File: src/rtl/clint_wb.sv
// Core-local interruptor on the Wishbone data bus: msip, 64-bit mtimecmp and
// a free-running 64-bit mtime, with gated, prioritised requests to the core.
module clint_wb #(
    parameter int ADDR_W   = 16,
    parameter int TICK_DIV = 1
) (
    input  logic              clk,
    input  logic              rst,
    input  logic [ADDR_W-1:0] wb_adr_i,
    input  logic [31:0]       wb_dat_i,
    output logic [31:0]       wb_dat_o,
    input  logic              wb_we_i,
    input  logic [3:0]        wb_sel_i,
    input  logic              wb_stb_i,
    input  logic              wb_cyc_i,
    output logic              wb_ack_o,
    input  logic [31:0]       latest_mie,
    input  logic [31:0]       latest_mstatus,
    output logic              interrupt_clint,
    output logic [30:0]       exception_code_clint,
    output logic              mtip_o,
    output logic              msip_o
);

    localparam logic [15:0]       TICK_LAST  = 16'(TICK_DIV - 1);
    localparam logic [ADDR_W-1:0] A_MSIP     = ADDR_W'(32'h0000_0000);
    localparam logic [ADDR_W-1:0] A_MTCMP_LO = ADDR_W'(32'h0000_4000);
    localparam logic [ADDR_W-1:0] A_MTCMP_HI = ADDR_W'(32'h0000_4004);
    localparam logic [ADDR_W-1:0] A_MTIME_LO = ADDR_W'(32'h0000_BFF8);
    localparam logic [ADDR_W-1:0] A_MTIME_HI = ADDR_W'(32'h0000_BFFC);

    function automatic logic [31:0] merge_bytes(input logic [31:0] old_v,
                                                input logic [31:0] new_v,
                                                input logic [3:0]  sel);
        logic [31:0] res;
        for (int i = 0; i < 4; i++) begin
            res[8*i +: 8] = sel[i] ? new_v[8*i +: 8] : old_v[8*i +: 8];
        end
        return res;
    endfunction

    logic              msip_q, msip_d;
    logic [63:0]       mtime_q, mtime_d;
    logic [63:0]       mtcmp_q, mtcmp_d;
    logic [15:0]       presc_q, presc_d;
    logic              ack_q, ack_d;
    logic [31:0]       dat_q, dat_d;
    logic              mtip_q, mtip_d;
    logic              msipo_q, msipo_d;
    logic              irq_q, irq_d;
    logic [30:0]       code_q, code_d;

    logic [ADDR_W-1:0] word_adr_s;
    logic              req_s, wr_s, tick_s, sw_req_s, tm_req_s;
    logic [31:0]       rdata_s;
    logic              unused_s;

    assign word_adr_s = {wb_adr_i[ADDR_W-1:2], 2'b00};
    assign unused_s   = ^{wb_adr_i[1:0], latest_mie[31:8], latest_mie[6:4],
                          latest_mie[2:0], latest_mstatus[31:4], latest_mstatus[2:0]};

    // Read mux over the register map.
    always_comb begin
        rdata_s = 32'h0000_0000;
        case (word_adr_s)
            A_MSIP:     rdata_s = {31'h0000_0000, msip_q};
            A_MTCMP_LO: rdata_s = mtcmp_q[31:0];
            A_MTCMP_HI: rdata_s = mtcmp_q[63:32];
            A_MTIME_LO: rdata_s = mtime_q[31:0];
            A_MTIME_HI: rdata_s = mtime_q[63:32];
            default:    rdata_s = 32'h0000_0000;
        endcase
    end

    // Next-state: bus handshake, register writes, timebase and interrupt gating.
    always_comb begin
        req_s    = wb_cyc_i & wb_stb_i & ~ack_q;
        wr_s     = req_s & wb_we_i;
        tick_s   = (presc_q == TICK_LAST);
        sw_req_s = msipo_q & latest_mie[3];
        tm_req_s = mtip_q & latest_mie[7];

        ack_d   = req_s;
        dat_d   = (req_s & ~wb_we_i) ? rdata_s : 32'h0000_0000;
        presc_d = tick_s ? 16'h0000 : presc_q + 16'h0001;
        mtip_d  = (mtime_q >= mtcmp_q);
        msipo_d = msip_q;
        irq_d   = latest_mstatus[3] & (sw_req_s | tm_req_s);

        if (sw_req_s) begin
            code_d = 31'd3;
        end else if (tm_req_s) begin
            code_d = 31'd7;
        end else begin
            code_d = 31'd0;
        end

        if (wr_s && (word_adr_s == A_MSIP) && wb_sel_i[0]) begin
            msip_d = wb_dat_i[0];
        end else begin
            msip_d = msip_q;
        end

        mtcmp_d = mtcmp_q;
        if (wr_s && (word_adr_s == A_MTCMP_LO)) begin
            mtcmp_d[31:0] = merge_bytes(mtcmp_q[31:0], wb_dat_i, wb_sel_i);
        end else if (wr_s && (word_adr_s == A_MTCMP_HI)) begin
            mtcmp_d[63:32] = merge_bytes(mtcmp_q[63:32], wb_dat_i, wb_sel_i);
        end else begin
            mtcmp_d = mtcmp_q;
        end

        // A bus write to mtime swallows a coincident tick; no carry between halves.
        if (wr_s && (word_adr_s == A_MTIME_LO)) begin
            mtime_d = {mtime_q[63:32], merge_bytes(mtime_q[31:0], wb_dat_i, wb_sel_i)};
        end else if (wr_s && (word_adr_s == A_MTIME_HI)) begin
            mtime_d = {merge_bytes(mtime_q[63:32], wb_dat_i, wb_sel_i), mtime_q[31:0]};
        end else if (tick_s) begin
            mtime_d = mtime_q + 64'd1;
        end else begin
            mtime_d = mtime_q;
        end
    end

    // State registers.
    always_ff @(posedge clk or posedge rst) begin
        if (rst) begin
            msip_q  <= 1'b0;
            mtime_q <= 64'h0000_0000_0000_0000;
            mtcmp_q <= 64'hFFFF_FFFF_FFFF_FFFF;
            presc_q <= 16'h0000;
            ack_q   <= 1'b0;
            dat_q   <= 32'h0000_0000;
            mtip_q  <= 1'b0;
            msipo_q <= 1'b0;
            irq_q   <= 1'b0;
            code_q  <= 31'd0;
        end else begin
            msip_q  <= msip_d;
            mtime_q <= mtime_d;
            mtcmp_q <= mtcmp_d;
            presc_q <= presc_d;
            ack_q   <= ack_d;
            dat_q   <= dat_d;
            mtip_q  <= mtip_d;
            msipo_q <= msipo_d;
            irq_q   <= irq_d;
            code_q  <= code_d;
        end
    end

    assign wb_ack_o             = ack_q;
    assign wb_dat_o             = dat_q;
    assign mtip_o               = mtip_q;
    assign msip_o               = msipo_q;
    assign interrupt_clint      = irq_q;
    assign exception_code_clint = code_q;

endmodule

File: config.mk
export PLATFORM = sky130hd
export DESIGN_NAME = clint_wb
export DESIGN_NICKNAME = d
export VERILOG_FILES = /design/src/rtl/clint_wb.sv
export SDC_FILE = /design/constraint.sdc
export NUM_CORES = 1
export LEC_CHECK = 0
export CAP_MARGIN = 20
export CORE_MARGIN = 2
export CORE_UTILIZATION = 51
export CTS_BUF_LIST = sky130_fd_sc_hd__clkbuf_8
export CTS_CLUSTER_DIAMETER = 150
export DETAILED_ROUTE_END_ITERATION = 16
export PLACE_DENSITY = 0.78
export SYNTH_ARGS = -nofsm -noshare
export SYNTH_HDL_FRONTEND = slang
export SYNTH_SLANG_ARGS = --single-unit
File: constraint.sdc
create_clock -name clk -period 6.62 [get_ports clk]
set_clock_uncertainty 0.05 [all_clocks]
set_input_delay 1.324 -clock clk [delete_from_list [all_inputs] [get_ports clk]]
set_output_delay 1.324 -clock clk [all_outputs]
set_load 0.1 [all_outputs]
# [Word-level counts from Yosys, hierarchy flattened]
# Index checks and enable logic that the tools add are counted.
[word_totals] regBits=212 input_bits=121 out_inout_bits=67
[classes] n_addsub=2 magnitude_cmp=1 n_eq_ne=13 muxes=12 bitwise=12 n_reduce_logical=26
[op_table] op="$pmux 32 s5" count=1
[op_table] op="$mux 64" count=2
[op_table] op="$add 64x1->64 const B" count=1
[op_table] op="$ge 64x64->1" count=1
[op_table] op="$mux 32" count=2
[op_table] op="$reduce_and 3->1" count=12
[op_table] op="$logic_not 16->1" count=2
[op_table] op="$mux 8" count=4
[op_table] op="$eq 14x13->1 const B" count=2
[op_table] op="$eq 14x14->1 const B" count=2
[op_table] op="$ne 2x2->1 const B" count=9
[op_table] op="$add 16x1->16 const B" count=1
[op_table] op="$mux 16" count=1
[op_table] op="$reduce_and 2->1" count=4
[op_table] op="$and 1x1->1" count=7
[op_table] op="$logic_and 1x1->1" count=6
[op_table] op="$mux 3" count=2
[op_table] op="$not 1->1" count=4
[op_table] op="$reduce_bool 2->1" count=2
[op_table] op="$or 1x1->1" count=1

# [Depth between registers and ports, before layout]
[depth] depth_word=6 ltp_mapped=9 mapped_depth_nobuf=8

# [Worst setup path after synthesis]
# OpenSTA, ideal clock, no wires.
[synth_path] path_kind="input-to-reg" from="input port wb_adr_i[15]" to="register mtime_q[48]" setup_time_ps=123 t_arrival_ps=3022 setup_slack_ps=3426 path_stages=6 cell_sequence="nand4_1 or4_1 buf_2 nor3_2 nand2_1 o221a_2"
[synth_between] elab_chain_len=4
[synth_lines] element="start, declared" line_no="9" source="input logic [ADDR_W-1:0] wb_adr_i,"
[synth_lines] element="$eq 14x14->1, on equally long branches" line_no="116, 114"
[synth_lines] element="$logic_and 1x1->1, on equally long branches" line_no="116, 114"
[synth_lines] element="$ne 2x2->1 (no source line) (tied with other cells)"
[synth_lines] element="$reduce_and 3->1 (no source line)"
[synth_lines] element="end signal, assigned" line_no="140" source="mtime_q <= mtime_d;"
[synth_lines] element="end, declared" line_no="43" source="logic [63:0] mtime_q, mtime_d;"
# Several ways; a longest one is shown, not always the timed one. The select of a mux whose other input is x is not followed.
# A chain may end at the register's enable or synchronous reset.

# [Final worst setup path]
[layout_path] from="input port wb_adr_i[14]" to="register mtime_q[17]"
[layout_between] elab_chain_len=4
[layout_lines] element="$eq 14x14->1, on equally long branches" line_no="114, 116"
[layout_lines] element="$logic_and 1x1->1, on equally long branches" line_no="114, 116"
[layout_lines] element="$ne 2x2->1 (no source line) / $reduce_bool 2->1 (equally long branches)"
[layout_lines] element="$reduce_and 3->1 (no source line)"
# Several ways; a longest one is shown, not always the timed one.

==> metrics.md <==
| Metric | Value |
|---|---|
| Startpoint types | `primary input` |
| Setup TNS | `0 ns` |
| Tot GR Track Use | `approximately 29%` |
| Synth warnings | `0` |
| Num rows | `55` |
| Top FF cell, synth | `dfrtp_1` |
| GP Congestion | `0.984` |
| Core area | `0.0225 mm^2` |
| # DRC | `0` |
| Max Cap Violations | `0` |
| R2R setup slack | `roughly 3.3 ns` |
| Worst setup EP type | `flip-flop` |
| Via density | `6.47` |
| Status | `complete, no violations` |
| Crit path top cell by count | `o21ai_0` |
| Layout cell share with drive strength beyond 1 | `17.0%` |
| Setup violators final | `0` |
| Worst vdd ir | `0.103 mV` |
| Final wirelength | `34400 um` |
| Delay of the slowest critical-path stage | `approximately 0.75 ns` |
| Leakage | `5.30 nW` |
| Placed Cells incl. Taps | `1582` |
| Data required time of the worst path | `approximately 6.9 ns` |
| Post-layout min period | `4.36 ns` |
| Reg2reg start | `presc_q[0]$_DFF_PP0_` |
| Number of non-filler instances in the completed layout | `roughly 1600` |
| Synthesized area per cell | `around 9.4 um^2` |
| Slew HR | `30.4%` |
| Commonest non-fill, non-tap cell in the layout | `dfrtp_1` |
| R2R Path End | `mtime_q[52]$_DFFE_PP0P_` |
| CP arrival | `~4.7 ns` |
| Final Max Slew Viols | `0` |
| Initial Utilization | `51.7%` |
| Layout net count | `around 1500` |
| DIE AREA | `roughly 0.024 mm^2` |
| Post-DP HPWL | `around 25000 um` |
| Post-Syn Instances | `1243` |
| Commonest non-fill, non-tap cells in the layout | `dfrtp_1, nor2_1, clkdlybuf4s50_1` |
| Post-CTS Setup Bufs | `0` |
| Port bufs | `96` |
| CP startpoint | `wb_adr_i[14]` |
| Clk buf depth | `2` |
| TritonCTS Buffers | `17` |
| HP Class | `reg -> reg` |
| Syn Std Cell Area | `0.0116 mm^2` |
| Avg WL per Cell | `21.3 um` |
| I/O pins | `between 150 and 200` |
| Overflow after GRT | `0` |
| Starting DRT DRC Count | `between 1000 and 1500` |
| Initial antenna violation count | `1` |
| Worst-path clk slew | `0.11 ns` |
| Clk_lat worst skew | `0.49 ns` |
| Sink Count | `183` |
| Synthesized flop and latch total | `183` |
| Global-route wire length before repair | `54600 um` |
| Tcrit/Tclk final | `about two thirds` |
| DRT antenna net count | `0` |
| Antenna fix cells | `0` |
| Crit path to | `mtime_q[17]$_DFFE_PP0P_` |
| Pwr/cell area | `between 150 and 200 mW/mm^2` |
| Sequential share of the synthesized area | `between 40% and 50%` |
| CP cell instances | `clkdlybuf4s50_1, nand3b_1, or4_1, nor3_4, buf_4, a21oi_1, o21ai_0, o21ai_0` |
| Hold-fix buffers, CTS | `0` |
| Synth unique cells | `75` |
| Via count | `around 10000` |
| CP max-delay cell | `nor3_4` |
| Post-synth ARST share | `100%` |
| Layout overhead on the synthesized area | `13.0%` |
| Slew of the pin with the lowest slew margin | `1.04 ns` |
| RSZ-0062 raised after global routing | `false` |
| Critical-path maximum fanout | `16` |
| Largest net degree at the start of global routing | `94` |
| R2R depth | `8` |
| Chip Width | `155 um` |
| H-Tree Level Count | `4` |
| DRT Pass-1 Iters | `6` |
| # resized after CTS | `0` |
| Vias in the first global route | `9918` |
| Final hold vios | `0` |
| Die span in y | `155 um` |
| CTS tree | `done` |
| CTS root buffer | `clkbuf_8` |
| Fmax | `0.229 GHz` |
| Post-synth EDFFs | `0` |
| WS Path Type | `in -> reg` |
## power breakdown
part | internal, mW | leakage (nW) | total (mW) | switching, mW
registers | 1.14 | 2.24 | 1.19 | 0.0479
logic | 0.0819 | 2.85 | 0.273 | 0.191
clock network | 0.342 | 0.199 | 0.777 | 0.435
## logic make-up after synthesis
family / count (synthesis) / share of synthesized area [%]
AND/OR/NAND/NOR: 426 / 19.2
AO/OA/AOI/OAI: 293 / 17.0
flip-flops: 183 / 40.0
buffers and inverters: 165 / 6.52
multiplexers: 94 / 9.04
adder cells (fa/ha/maj): 67 / 7.20
XOR/XNOR: 14 / 1.05
other: 1 / 0.0322
## final cells by class
cell class,instances,area (um^2)
timing repair buffer,112,1100
clock buffer,18,248
inverter,81,309
multi-input combinational,922,6340
tap,285,357
sequential,183,4660
fill,1910,9360
clock inverter,14,135
## per-layer routing
layer / wire (um) / global-route usage [%]
met1: 14300 / 40.7
met3: 3440 / 5.74
met5: 14 / 0
met4: 920 / 10.6
met2: 15800 / 44.6
## metrics by stage
step	power, mW	setup slack (ns)	cell area, um^2	util [%]	hold slack (ns)
floorplan	1.39	0.380	11700	-	0.318
global placement	1.47	1.92	12700	56.6	0.356
detailed placement	1.48	1.90	12700	56.6	0.395
CTS	2.24	2.42	13100	58.3	0.389
global route	2.32	2.18	13100	58.4	0.391
finish	2.24	2.26	13100	58.4	0.388
## flip-flops by register name (all words and copies together), names as in the netlist
register,count
mtcmp_q,64
mtime_q,64
wb_dat_o,32
presc_q,16
exception_code_clint,2
interrupt_clint,1
msip_o,1
msip_q,1
mtip_o,1
wb_ack_o,1
## synthesized netlist by cell type, types with 11 or more instances
cell type / number / area, um^2
dfrtp_1: 119 / 2980
nor2_1: 111 / 417
mux2_2: 89 / 1000
a21oi_1: 85 / 425
inv_1: 81 / 304
nand2_1: 80 / 300
ha_1: 67 / 838
dfstp_2: 64 / 1680
nand3_1: 58 / 290
o21ai_0: 54 / 270
clkbuf_1: 37 / 139
nand4_1: 34 / 213
a222oi_1: 31 / 310
buf_4: 31 / 233
nor3_1: 27 / 135
nor4_1: 22 / 138
and4_1: 17 / 149
and3_1: 16 / 100
and2_1: 15 / 93.8
a31oi_1: 14 / 87.6
buf_2: 12 / 60.1
xnor2_1: 11 / 96.3
## how the worst min path moves through the flow
stage / endpoint / start / cells after the start / slack, ns
after detailed placement: msip_o$_DFF_PP0_ / msip_q$_DFFE_PP0P_ / 0 / 0.40
after CTS: msip_o$_DFF_PP0_ / msip_q$_DFFE_PP0P_ / 0 / 0.39
after global routing: msip_o$_DFF_PP0_ / msip_q$_DFFE_PP0P_ / 0 / 0.39
after floorplan: msip_o$_DFF_PP0_ / msip_q$_DFFE_PP0P_ / 0 / 0.32
after global placement: msip_o$_DFF_PP0_ / msip_q$_DFFE_PP0P_ / 0 / 0.36
final: msip_o$_DFF_PP0_ / msip_q$_DFFE_PP0P_ / 0 / 0.39
## critical path: cells and delay by family
kind / cells / cell delay, ns
buf+inv: 2 / 0.89
compound gates: 3 / 0.64
simple gates: 3 / 1.78
Note: power is estimated with default switching activity, not from simulation.
